[config.mk]
export PLATFORM = sky130hd
export DESIGN_NAME = reg_dump_ctrl_flat
export DESIGN_NICKNAME = d
export VERILOG_FILES = /design/src/rtl/reg_dump_ctrl_if.sv /design/src/rtl/reg_dump_ctrl.sv /design/src/flat_wrapper.sv
export SDC_FILE = /design/constraint.sdc
export NUM_CORES = 1
export LEC_CHECK = 0
export ABC_AREA = 1
export CORE_MARGIN = 2
export CORE_UTILIZATION = 41
export DETAILED_ROUTE_END_ITERATION = 16
export PLACE_DENSITY = 0.79
export SYNTH_ARGS = -nofsm -noshare
export SYNTH_HDL_FRONTEND = slang
export SYNTH_SLANG_ARGS = --single-unit
export TNS_END_PERCENT = 10
[constraint.sdc]
create_clock -name clk -period 1.92 [get_ports clk]
set_input_delay 0.384 -clock clk [delete_from_list [all_inputs] [get_ports clk]]
set_output_delay 0.384 -clock clk [all_outputs]
set_load 0.1 [all_outputs]
[src/rtl/reg_dump_ctrl_if.sv]
// reg_dump_ctrl_if: groups the dump controller's pipeline, regfile and debug-transmitter signals.
interface reg_dump_ctrl_if #(
    parameter int B = 32,
    parameter int W = 5
);
    logic         dump_start;
    logic         pipe_halted;
    logic [W-1:0] id_read_reg_1;
    logic [W-1:0] id_read_reg_2;
    logic [B-1:0] read_data_1;
    logic         tx_ready;
    logic [W-1:0] read_reg_1;
    logic [W-1:0] read_reg_2;
    logic         halt_req;
    logic         dump_valid;
    logic [B-1:0] dump_data;
    logic [W-1:0] dump_addr;
    logic         dump_busy;
    logic         dump_done;

    modport master (
        output dump_start, pipe_halted, id_read_reg_1, id_read_reg_2, read_data_1, tx_ready,
        input  read_reg_1, read_reg_2, halt_req, dump_valid, dump_data, dump_addr, dump_busy, dump_done
    );

    modport slave (
        input  dump_start, pipe_halted, id_read_reg_1, id_read_reg_2, read_data_1, tx_ready,
        output read_reg_1, read_reg_2, halt_req, dump_valid, dump_data, dump_addr, dump_busy, dump_done
    );
endinterface

[src/rtl/reg_dump_ctrl.sv]
// reg_dump_ctrl: halts the pipeline, steals regfile read port 1 and streams every register
// in ascending order to the debug transmitter over valid/ready.
module reg_dump_ctrl #(
    parameter int B = 32,
    parameter int W = 5
) (
    input logic            clk,
    input logic            rst,
    reg_dump_ctrl_if.slave bus
);
    typedef enum logic [2:0] {IDLE, HALT_WAIT, ADDR, CAPTURE, SEND, DONE} state_t;

    state_t       state, state_n;
    logic [W-1:0] idx, idx_n;
    logic         halt_n, valid_n, done_n;
    logic [B-1:0] data_n;
    logic [W-1:0] addr_n;

    assign bus.read_reg_1 = (state == ADDR || state == CAPTURE) ? idx : bus.id_read_reg_1;
    assign bus.read_reg_2 = bus.id_read_reg_2;

    always_comb begin
        state_n = state;
        idx_n   = idx;
        halt_n  = bus.halt_req;
        valid_n = bus.dump_valid;
        data_n  = bus.dump_data;
        addr_n  = bus.dump_addr;
        done_n  = 1'b0;
        case (state)
            IDLE: if (bus.dump_start) begin
                state_n = HALT_WAIT;
                idx_n   = '0;
                halt_n  = 1'b1;
            end
            HALT_WAIT: if (bus.pipe_halted) state_n = ADDR;
            ADDR: state_n = bus.pipe_halted ? CAPTURE : HALT_WAIT;
            // a halt drop here aborts the capture so the same idx is re-read on resume
            CAPTURE: if (!bus.pipe_halted) state_n = HALT_WAIT;
            else begin
                state_n = SEND;
                data_n  = bus.read_data_1;
                addr_n  = idx;
                valid_n = 1'b1;
            end
            SEND: if (bus.tx_ready) begin
                valid_n = 1'b0;
                state_n = &idx ? DONE : ADDR;
                idx_n   = &idx ? idx : idx + W'(1);
            end
            DONE: begin
                done_n  = 1'b1;
                halt_n  = 1'b0;
                idx_n   = '0;
                state_n = IDLE;
            end
            default: state_n = IDLE;
        endcase
    end

    always_ff @(posedge clk or posedge rst) begin
        if (rst) begin
            state          <= IDLE;
            idx            <= '0;
            bus.halt_req   <= 1'b0;
            bus.dump_valid <= 1'b0;
            bus.dump_data  <= '0;
            bus.dump_addr  <= '0;
            bus.dump_busy  <= 1'b0;
            bus.dump_done  <= 1'b0;
        end else begin
            state          <= state_n;
            idx            <= idx_n;
            bus.halt_req   <= halt_n;
            bus.dump_valid <= valid_n;
            bus.dump_data  <= data_n;
            bus.dump_addr  <= addr_n;
            bus.dump_busy  <= state_n != IDLE;
            bus.dump_done  <= done_n;
        end
    end
endmodule

[src/flat_wrapper.sv]
// flat-port wrapper written by rule: the top's interface ports become plain ports
module reg_dump_ctrl_flat 
#(
    parameter int B = 32,
    parameter int W = 5
)
  (clk, rst, bus_dump_start, bus_pipe_halted, bus_id_read_reg_1, bus_id_read_reg_2, bus_read_data_1, bus_tx_ready, bus_read_reg_1, bus_read_reg_2, bus_halt_req, bus_dump_valid, bus_dump_data, bus_dump_addr, bus_dump_busy, bus_dump_done);
  reg_dump_ctrl_if #(.B(B), .W(W)) bus_i ();
  input logic clk;
  input logic rst;
  input wire logic [$bits(bus_i.dump_start)-1:0] bus_dump_start;
  input wire logic [$bits(bus_i.pipe_halted)-1:0] bus_pipe_halted;
  input wire logic [$bits(bus_i.id_read_reg_1)-1:0] bus_id_read_reg_1;
  input wire logic [$bits(bus_i.id_read_reg_2)-1:0] bus_id_read_reg_2;
  input wire logic [$bits(bus_i.read_data_1)-1:0] bus_read_data_1;
  input wire logic [$bits(bus_i.tx_ready)-1:0] bus_tx_ready;
  output wire logic [$bits(bus_i.read_reg_1)-1:0] bus_read_reg_1;
  output wire logic [$bits(bus_i.read_reg_2)-1:0] bus_read_reg_2;
  output wire logic [$bits(bus_i.halt_req)-1:0] bus_halt_req;
  output wire logic [$bits(bus_i.dump_valid)-1:0] bus_dump_valid;
  output wire logic [$bits(bus_i.dump_data)-1:0] bus_dump_data;
  output wire logic [$bits(bus_i.dump_addr)-1:0] bus_dump_addr;
  output wire logic [$bits(bus_i.dump_busy)-1:0] bus_dump_busy;
  output wire logic [$bits(bus_i.dump_done)-1:0] bus_dump_done;
  assign bus_i.dump_start = bus_dump_start;
  assign bus_i.pipe_halted = bus_pipe_halted;
  assign bus_i.id_read_reg_1 = bus_id_read_reg_1;
  assign bus_i.id_read_reg_2 = bus_id_read_reg_2;
  assign bus_i.read_data_1 = bus_read_data_1;
  assign bus_i.tx_ready = bus_tx_ready;
  assign bus_read_reg_1 = bus_i.read_reg_1;
  assign bus_read_reg_2 = bus_i.read_reg_2;
  assign bus_halt_req = bus_i.halt_req;
  assign bus_dump_valid = bus_i.dump_valid;
  assign bus_dump_data = bus_i.dump_data;
  assign bus_dump_addr = bus_i.dump_addr;
  assign bus_dump_busy = bus_i.dump_busy;
  assign bus_dump_done = bus_i.dump_done;
  reg_dump_ctrl #(.B(B), .W(W)) u_core (.clk(clk), .rst(rst), .bus(bus_i));
endmodule
==> results of run 1 <==
[layout by cell type (no fill, tap or decap)]
cell type,count
nor2_2,1
or2_2,1
nand3_1,8
bufinv_16,1
inv_1,43
buf_6,2
a21oi_1,1
a21oi_4,3
clkbuf_8,6
nor2_4,1
o21ai_2,10
buf_4,43
a21oi_2,2
nand3_2,1
clkinvlp_4,1
ha_1,2
dfrtp_1,49
inv_2,2
nand2_1,62
o21ai_1,23
nor2_1,15
clkdlybuf4s50_1,41
nand4_1,1
buf_12,9
o21ai_0,8
[critical path, delay by kind of cell, from the launching register on]
kind,cells,cell delay (ps)
buf+inv,4,550
flops,1,410
compound gates,1,160
simple gates,1,60
[cell families after synthesis]
logic type,Yosys count,share of synthesized area
and+or+nand+nor,90,0.168
buffers and inverters,59,0.129
DFF,49,0.566
AOI/OAI and AO/OA,47,0.126
adders and majority gates,2,0.0115
[state kept, by name (all words and copies together) (netlist names)]
signal                 count
u_core.bus.dump_valid      1
u_core.state               3
u_core.bus.halt_req        1
u_core.idx                 5
u_core.bus.dump_data      32
u_core.bus.dump_addr       5
u_core.bus.dump_busy       1
u_core.bus.dump_done       1
[repair_timing]
action                                  4_1_cts  5_1_grt
resized for setup                             0        8
endpoints found under the setup margin        0        5
buffers inserted                              0        3
[routing by layer]
| layer | up-vias | part of all wire | track usage |
|---|---|---|---|
| li1 | 926 | - | - |
| met1 | 808 | 0.47 | 0.218 |
| met2 | 63 | 0.45 | 0.261 |
| met3 | 7 | 0.067 | 0.0482 |
| met4 | 0 | 0.013 | 0.0527 |
| met5 | - | 0 | 0 |
[final timing paths]
| kind | end | slack, ps |
|---|---|---|
| worst min register to register | u_core.bus.dump_addr[2] | 490 |
| worst max-delay path | bus_read_reg_1[1] | 60 |
| min in group clk | u_core.bus.dump_addr[2] | 490 |
| max in group asynchronous | u_core.idx[2] | 1250 |
| worst min-delay path | u_core.bus.dump_data[4] | 440 |
| worst max register to register | u_core.idx[0] | 270 |
[stage by stage]
step	setup TNS [ps]	hold slack (ps)	setup slack, ps	instances
after floorplan	-642	470	-128	247
after global placement	0	464	301	394
after detailed placement	0	472	279	394
after CTS	0	448	1.03	402
after global routing	0	445	6.03	406
final	0	435	62.3	406
[final cells by class]
class	instances	area, um2	area share
sequential	49	1230	0.378
timing repair buffer	95	936	0.288
multi-input combinational	139	708	0.218
inverter	45	169	0.0520
tap	70	87.6	0.0270
clock buffer	6	82.6	0.0254
clock inverter	2	37.5	0.0116
==> impl_metrics.yaml, run 1 <==
status:
  outcome: "complete, no violations"
setup_path:
  crit_path_end_kind: "primary output"
  startpoint_type: "flip-flop"
  slowest_stage: "dfrtp_1"
  crit_chain: "inv_2 > nor2_4 > buf_6 > buf_4 > a21oi_4 > buf_12"
  startpoint: "u_core.state[1]"
  reg2reg_from: "u_core.idx[0]"
  cp_max_fo: 5
  path_class: "reg -> out"
  required_ps: 1540
  worstRegToRegCells: 10
  critical_path_arrival_ps: 1470
  critPathMaxStageDelay_ps: 410
floorplanning:
  rows: 26
  core_region_area_mm2: 0.00511
  initial_utilization: 0.424
  die_w_um: 76.7
  dieHeight_um: 76.7
  io_pins: 98
  die_area_mm2: 0.00588
grt:
  grt_usage: 0.165
  first_global_vias: 1767
  antenna_found_initial: 0
  grt.overflow.total: 0
  grt_pass1_wl_um: 7960
  grt_start_max_net_pins: 50
clock_network:
  cts.sinks: 49
  cts_tree: "built"
  clock_path_buffers: 2
  clk_latency_ps: 300
  cts_root_buf: "clkbuf_8"
  h-tree-depth: 2
  numCtsBuffers: 5
  postCtsHoldBufs: 0
  clk_pin_slew_ps: 90
routing:
  wire_per_inst_um: 11.2
  drc_errors: 0
  drt_pre_antenna_iters: 4
  vias: 1804
  routed_wl_um: 4530
  postRouteAntennaNets: 0
  drtIter0Drc: 97
  avgViaCountPerCell: 4.44
timing:
  grt_setup_unrepaired: "false"
  relSlewSlack: 0.818
  slew_viol_final: 0
  worst_pin_slew_ps: 272
  clock_skew_ps: 5.57
  hold_violations: 0
  finalCritPeriodShare: 0.968
  max_freq_ghz: 0.538
  setup_viol: 0
  period_minus_slack_ps: 1860
synthesis:
  ys.flop_type: "dfrtp_1"
  yosysMostFrequentCell: "nand2_1"
  synth_area_leaders: "dfrtp_1, nand2_1, inv_1"
  synth_top_cell_area_share: 0.566
  synth-edff-count: 0
  ys_seq_elements: 49
  synth_cell_types: 19
  syn_inst: 247
  yosys-top-cells-count: "nand2_1, dfrtp_1, inv_1, o21ai_1, nor2_1"
  synth_top_cell_by_area: "dfrtp_1"
  synth.net_count: 296
  synth_seq_area_share: 0.566
  synth.cell_area_mm2: 0.00217
  async_reset_ff_frac: 1.00
  synth_area_per_cell_um2: 8.77
  yosysWarnings: 0
finish:
  antennaDiodeCount: 0
  drive_above_1_share: 0.247
  design_area_mm2: 0.00325
  final_util: 0.636
  nets: 384
  syn_to_final_growth_pct: 49.8
  fillers: 443
job:
  max-cap-violations: 0
place:
  io_buffer_count: 87
  dp_hpwl_um: 3320
  placed_area_mm2: 0.00306
  gp_congestion: 0.758
worst_hold_path:
  hp-class: "in -> async"
Power of run 1 is left out: the tool's default activity adds up to more than one toggle a clock period on the data nets, which glitch-free logic cannot reach.
==> inputs of run 2 (changes only) <==
- CAP_MARGIN: default -> 20
- CORE_UTILIZATION: 41 -> 45
- PLACE_DENSITY: 0.79 -> 0.86
- REMOVE_ABC_BUFFERS: default -> 1
- clock period: 1.92 -> 2.2 ns (I/O delays scaled with it)
==> run 2 against run 1 <==
  * Clock skew decreased by 1.5 ps
  * First-iteration DRC count increased by 8.2%
  * Non-clock buffer count is 6 lower
  * Die area decreased by 8.4%
  * Sequential cell count is the same
  * Routed wire length is 2.5% lower
  * Final cell count down 5.4%
  * Register-to-register slack better by 270 ps
  * Hold slack improved by 50 ps
  * Utilization increased by 1.9 points
  * Clock-buffer cell count fell by 1
  * Critical path type unchanged
  * Largest cell class unchanged
==> impl_metrics.yaml, run 2 (same netlist as run 1, synthesis figures left out) <==
timing:
  finalCritPeriodShare: 0.902
  clock_skew_ps: 4.03
  slew_viol_final: 0
  period_minus_slack_ps: 1980
  relSlewSlack: 0.622
  worst_pin_slew_ps: 566
  fin_ws_ps: 216
  max_freq_ghz: 0.504
  setup_viol: 0
  grt_setup_unrepaired: "false"
  hold_violations: 0
setup_path:
  rrSetupSlack_ps: 540
  path_depth: 4
  critical_path_arrival_ps: 1540
  path_class: "reg -> out"
  startpoint_type: "flip-flop"
  crit_path_end_kind: "primary output"
  critPathMaxStageDelay_ps: 450
  critPathBufInv: 1
  crit_path_end: "bus_read_reg_1[2]"
  worstRegToRegCells: 10
  slowest_stage: "dfrtp_1"
  cp_max_fo: 11
  required_ps: 1760
  crit_chain: "nor2_4 > nor2_1 > a21oi_1 > buf_12"
  startpoint: "u_core.state[2]"
  reg2reg_from: "u_core.idx[0]"
  worst_path_dominant_cell_family: "flip-flops"
  r2r-end: "u_core.idx[3]"
routing:
  drtIter0Drc: 105
  postRouteAntennaNets: 0
  routed_wl_um: 4420
  drc_errors: 0
  vias: 1777
  wire_per_inst_um: 11.5
  drt_pre_antenna_iters: 4
  avgViaCountPerCell: 4.63
worst_hold_path:
  holdCritStartpoint: "u_core.bus.dump_valid"
  hp-class: "reg -> reg"
floorplanning:
  die_area_mm2: 0.00539
  initial_utilization: 0.462
  dieHeight_um: 73.4
  io_pins: 98
  rows: 25
  die_w_um: 73.4
  core_region_area_mm2: 0.00469
place:
  placed_area_mm2: 0.00298
  dp_hpwl_um: 3310
  pre_cts_ws_ps: 349
  gp_congestion: 0.838
  io_buffer_count: 87
grt:
  grt_busiest_layer: "met2"
  first_global_vias: 1663
  grt_pass1_wl_um: 7080
  grtUsageMet3: 0.0604
  met1_usage: 0.204
  grt_start_max_net_pins: 77
  use_met2: 0.292
  antenna_found_initial: 0
  grt_usage: 0.171
  grt.overflow.total: 0
finish:
  nets: 378
  drive_above_1_share: 0.218
  design_area_mm2: 0.00307
  fillers: 383
  largestRegisters: "u_core.bus.dump_data (32), u_core.bus.dump_addr (5), u_core.idx (5)"
  mostFrequentLayoutCells: "nand2_1, dfrtp_1, inv_1, clkdlybuf4s50_1, buf_4"
  final_common_cell: "nand2_1"
  syn_to_final_growth_pct: 41.9
  regMostFlops: "u_core.bus.dump_data"
  largest_reg_flops: 32
  antennaDiodeCount: 0
clock_network:
  postCtsHoldBufs: 0
  cts_tree: "built"
  clk_pin_slew_ps: 80
  h-tree-depth: 2
  numCtsBuffers: 5
  cts_root_buf: "clkbuf_8"
  cts.sinks: 49
  clock_path_buffers: 2
  clk_latency_ps: 300
job:
  max-cap-violations: 0
status:
  outcome: "complete, no violations"
## run 2: stage by stage
stage / std cells / TNS [ps] / utilization / hold slack (ps)
4_1_cts: 384 / 0 / 0.654 / 489
3_5_place_dp: 376 / 0 / 0.636 / 467
5_1_grt: 384 / 0 / 0.655 / 518
3_3_place_gp: 376 / 0 / 0.636 / 464
6_report: 384 / 0 / 0.655 / 486
2_1_floorplan: 233 / -2420 / - / 470
## run 2: repair_timing
action	CTS	global route
setup endpoints to repair	0	1
resized for setup	0	1
hold endpoints to repair	0	0
setup buffers	0	0
## run 2: routing by layer
metal	share of wire	routed length [um]
met3	0.073	324
met1	0.41	1810
met5	0	0
met2	0.51	2260
met4	0.0075	33
## run 2: worst min path at each step
stage                                to  depth (start not counted)  slack [ps]
6_report          u_core.bus.dump_valid                          2         490
5_1_grt        u_core.bus.dump_data[29]                          2         520
4_1_cts           u_core.bus.dump_valid                          2         490
3_5_place_dp      u_core.bus.dump_valid                          2         470
3_3_place_gp      u_core.bus.dump_valid                          2         460
2_1_floorplan             u_core.idx[4]                          2         470
## run 2: area by class of cell
class,count,area [um2],area share
Clock buffer,5,68.8,0.0224
Clock inverter,3,17.5,0.00570
Inverter,45,169,0.0549
Multi-Input combinational cell,139,667,0.217
Sequential cell,49,1230,0.399
Tap cell,54,67.6,0.0220
Timing Repair Buffer,89,858,0.279
## run 2: worst reg2reg max path: cells and delay by family, from the launching register on
family | cells | cell delay [ps]
adders and majority gates | 2 | 390
buffers and inverters | 1 | 50
DFF | 1 | 430
AOI/OAI and AO/OA | 1 | 70
and+or+nand+nor | 6 | 620
Power of run 2 is left out for the same reason.
==> inputs of run 3 (changes only) <==
- PLACE_DENSITY: 0.86 -> 0.95
==> run 3 against run 2 <==
  * Final area is 1.2% higher
  * Routed wire length is 2.6% higher
  * Worst setup slack lost 110 ps
  * Utilization rose by 0.77 points
  * Final cell count increased by 0.26%
  * Critical path type unchanged
  * Highest routed layer unchanged
==> impl_metrics.yaml, run 3 (same netlist as run 1, synthesis figures left out) <==
clock_network:
  clk_pin_slew_ps: 80
  h-tree-depth: 2
  cts_root_buf: "clkbuf_8"
  cts_tree: "built"
  postCtsHoldBufs: 0
  clk_latency_ps: 290
  postCtsSetupRepairBufs: 0
  numCtsBuffers: 5
  cts.sinks: 49
  clock_path_buffers: 2
  cts-resized-gates: 0
grt:
  grt.overflow.total: 0
  grt_usage: 0.179
  grt_start_max_net_pins: 54
  antenna_found_initial: 0
  first_global_vias: 1742
  grt_pass1_wl_um: 7470
floorplanning:
  dieHeight_um: 73.4
  die_w_um: 73.4
  initial_utilization: 0.462
  core_region_area_mm2: 0.00469
  die_area_mm2: 0.00539
  rows: 25
  io_pins: 98
finish:
  largestRegisters: "u_core.bus.dump_data (32), u_core.bus.dump_addr (5), u_core.idx (5)"
  fillers: 394
  nets: 379
  design_area_mm2: 0.00311
  final_util: 0.663
  largest_reg_flops: 32
  drive_above_1_share: 0.221
  final_common_cell: "nand2_1"
  regMostFlops: "u_core.bus.dump_data"
  mostFrequentLayoutCells: "nand2_1, dfrtp_1, inv_1, buf_4, clkdlybuf4s50_1"
  antennaDiodeCount: 0
  syn_to_final_growth_pct: 43.5
place:
  gp_congestion: 0.794
  dp_hpwl_um: 3550
  io_buffer_count: 87
  pre_cts_ws_ps: 347
  placed_area_mm2: 0.00299
setup_path:
  rrSetupSlack_ps: 540
  r2r-end: "u_core.idx[0]"
  critical_path_arrival_ps: 1650
  cp_max_fo: 11
  crit_path_end_kind: "primary output"
  path_class: "reg -> out"
  reg2reg_from: "u_core.idx[0]"
  worstRegToRegCells: 10
  required_ps: 1760
  startpoint_type: "flip-flop"
job:
  max-cap-violations: 0
routing:
  drc_errors: 0
  vias: 1787
  postRouteAntennaNets: 0
  drt_pre_antenna_iters: 4
  drtIter0Drc: 118
  avgViaCountPerCell: 4.64
  wire_per_inst_um: 11.8
  routed_wl_um: 4540
timing:
  relSlewSlack: 0.672
  fin_ws_ps: 110
  worst_pin_slew_ps: 491
  slew_viol_final: 0
  grt_setup_unrepaired: "false"
  finalCritPeriodShare: 0.950
  hold_violations: 0
  hold_ws_ps: 488
  period_minus_slack_ps: 2090
  setup_viol: 0
  clock_skew_ps: 3.28
  max_freq_ghz: 0.478
worst_hold_path:
  hp-class: "in -> async"
status:
  outcome: "complete, no violations"
-- run 3: cell count changes in the layout (fill, tap and decap cells not counted), sizes merged --
cell	delta
clkbuf	+1
clkinv	-2
bufinv	+1
buf	+1
-- run 3: worst max-delay path: stages, from the launching register on --
cell     delay (ps)
dfrtp_1         430
nor2_2          370
nor2_1           80
a21oi_1         260
buf_12          220
-- run 3: cell type report --
type | instances | area (um2) | share of cell area
inverters | 45 | 169 | 0.0543
repair buffers | 90 | 866 | 0.278
clock buffers | 6 | 82.6 | 0.0265
flip-flops and latches | 49 | 1230 | 0.394
multi-input cells | 139 | 662 | 0.213
clock inverters | 2 | 37.5 | 0.0121
well taps | 54 | 67.6 | 0.0217
-- run 3: through the flow --
stage | setup TNS (ps) | std cells
after floorplan | -2420 | 233
after global placement | 0 | 377
after detailed placement | 0 | 377
after CTS | 0 | 385
after global routing | 0 | 385
final | 0 | 385
-- run 3: per-layer routing --
layer  GRT usage  vias up  share of wire
met5           0        -              0
met2       0.343       55           0.55
met3      0.0439        2          0.054
met1       0.191      817           0.39
li1            -      913              -
met4      0.0545        0         0.0051
-- run 3: worst max path at each step --
stage                         start  cells past startpoint           endpoint
2_1_floorplan       u_core.state[2]                      3  bus_read_reg_1[0]
3_3_place_gp   bus_id_read_reg_1[2]                      4  bus_read_reg_1[2]
3_5_place_dp   bus_id_read_reg_1[1]                      4  bus_read_reg_1[1]
4_1_cts             u_core.state[2]                      4  bus_read_reg_1[1]
5_1_grt             u_core.state[2]                      4  bus_read_reg_1[1]
6_report            u_core.state[2]                      4  bus_read_reg_1[1]
Power of run 3 is left out for the same reason.
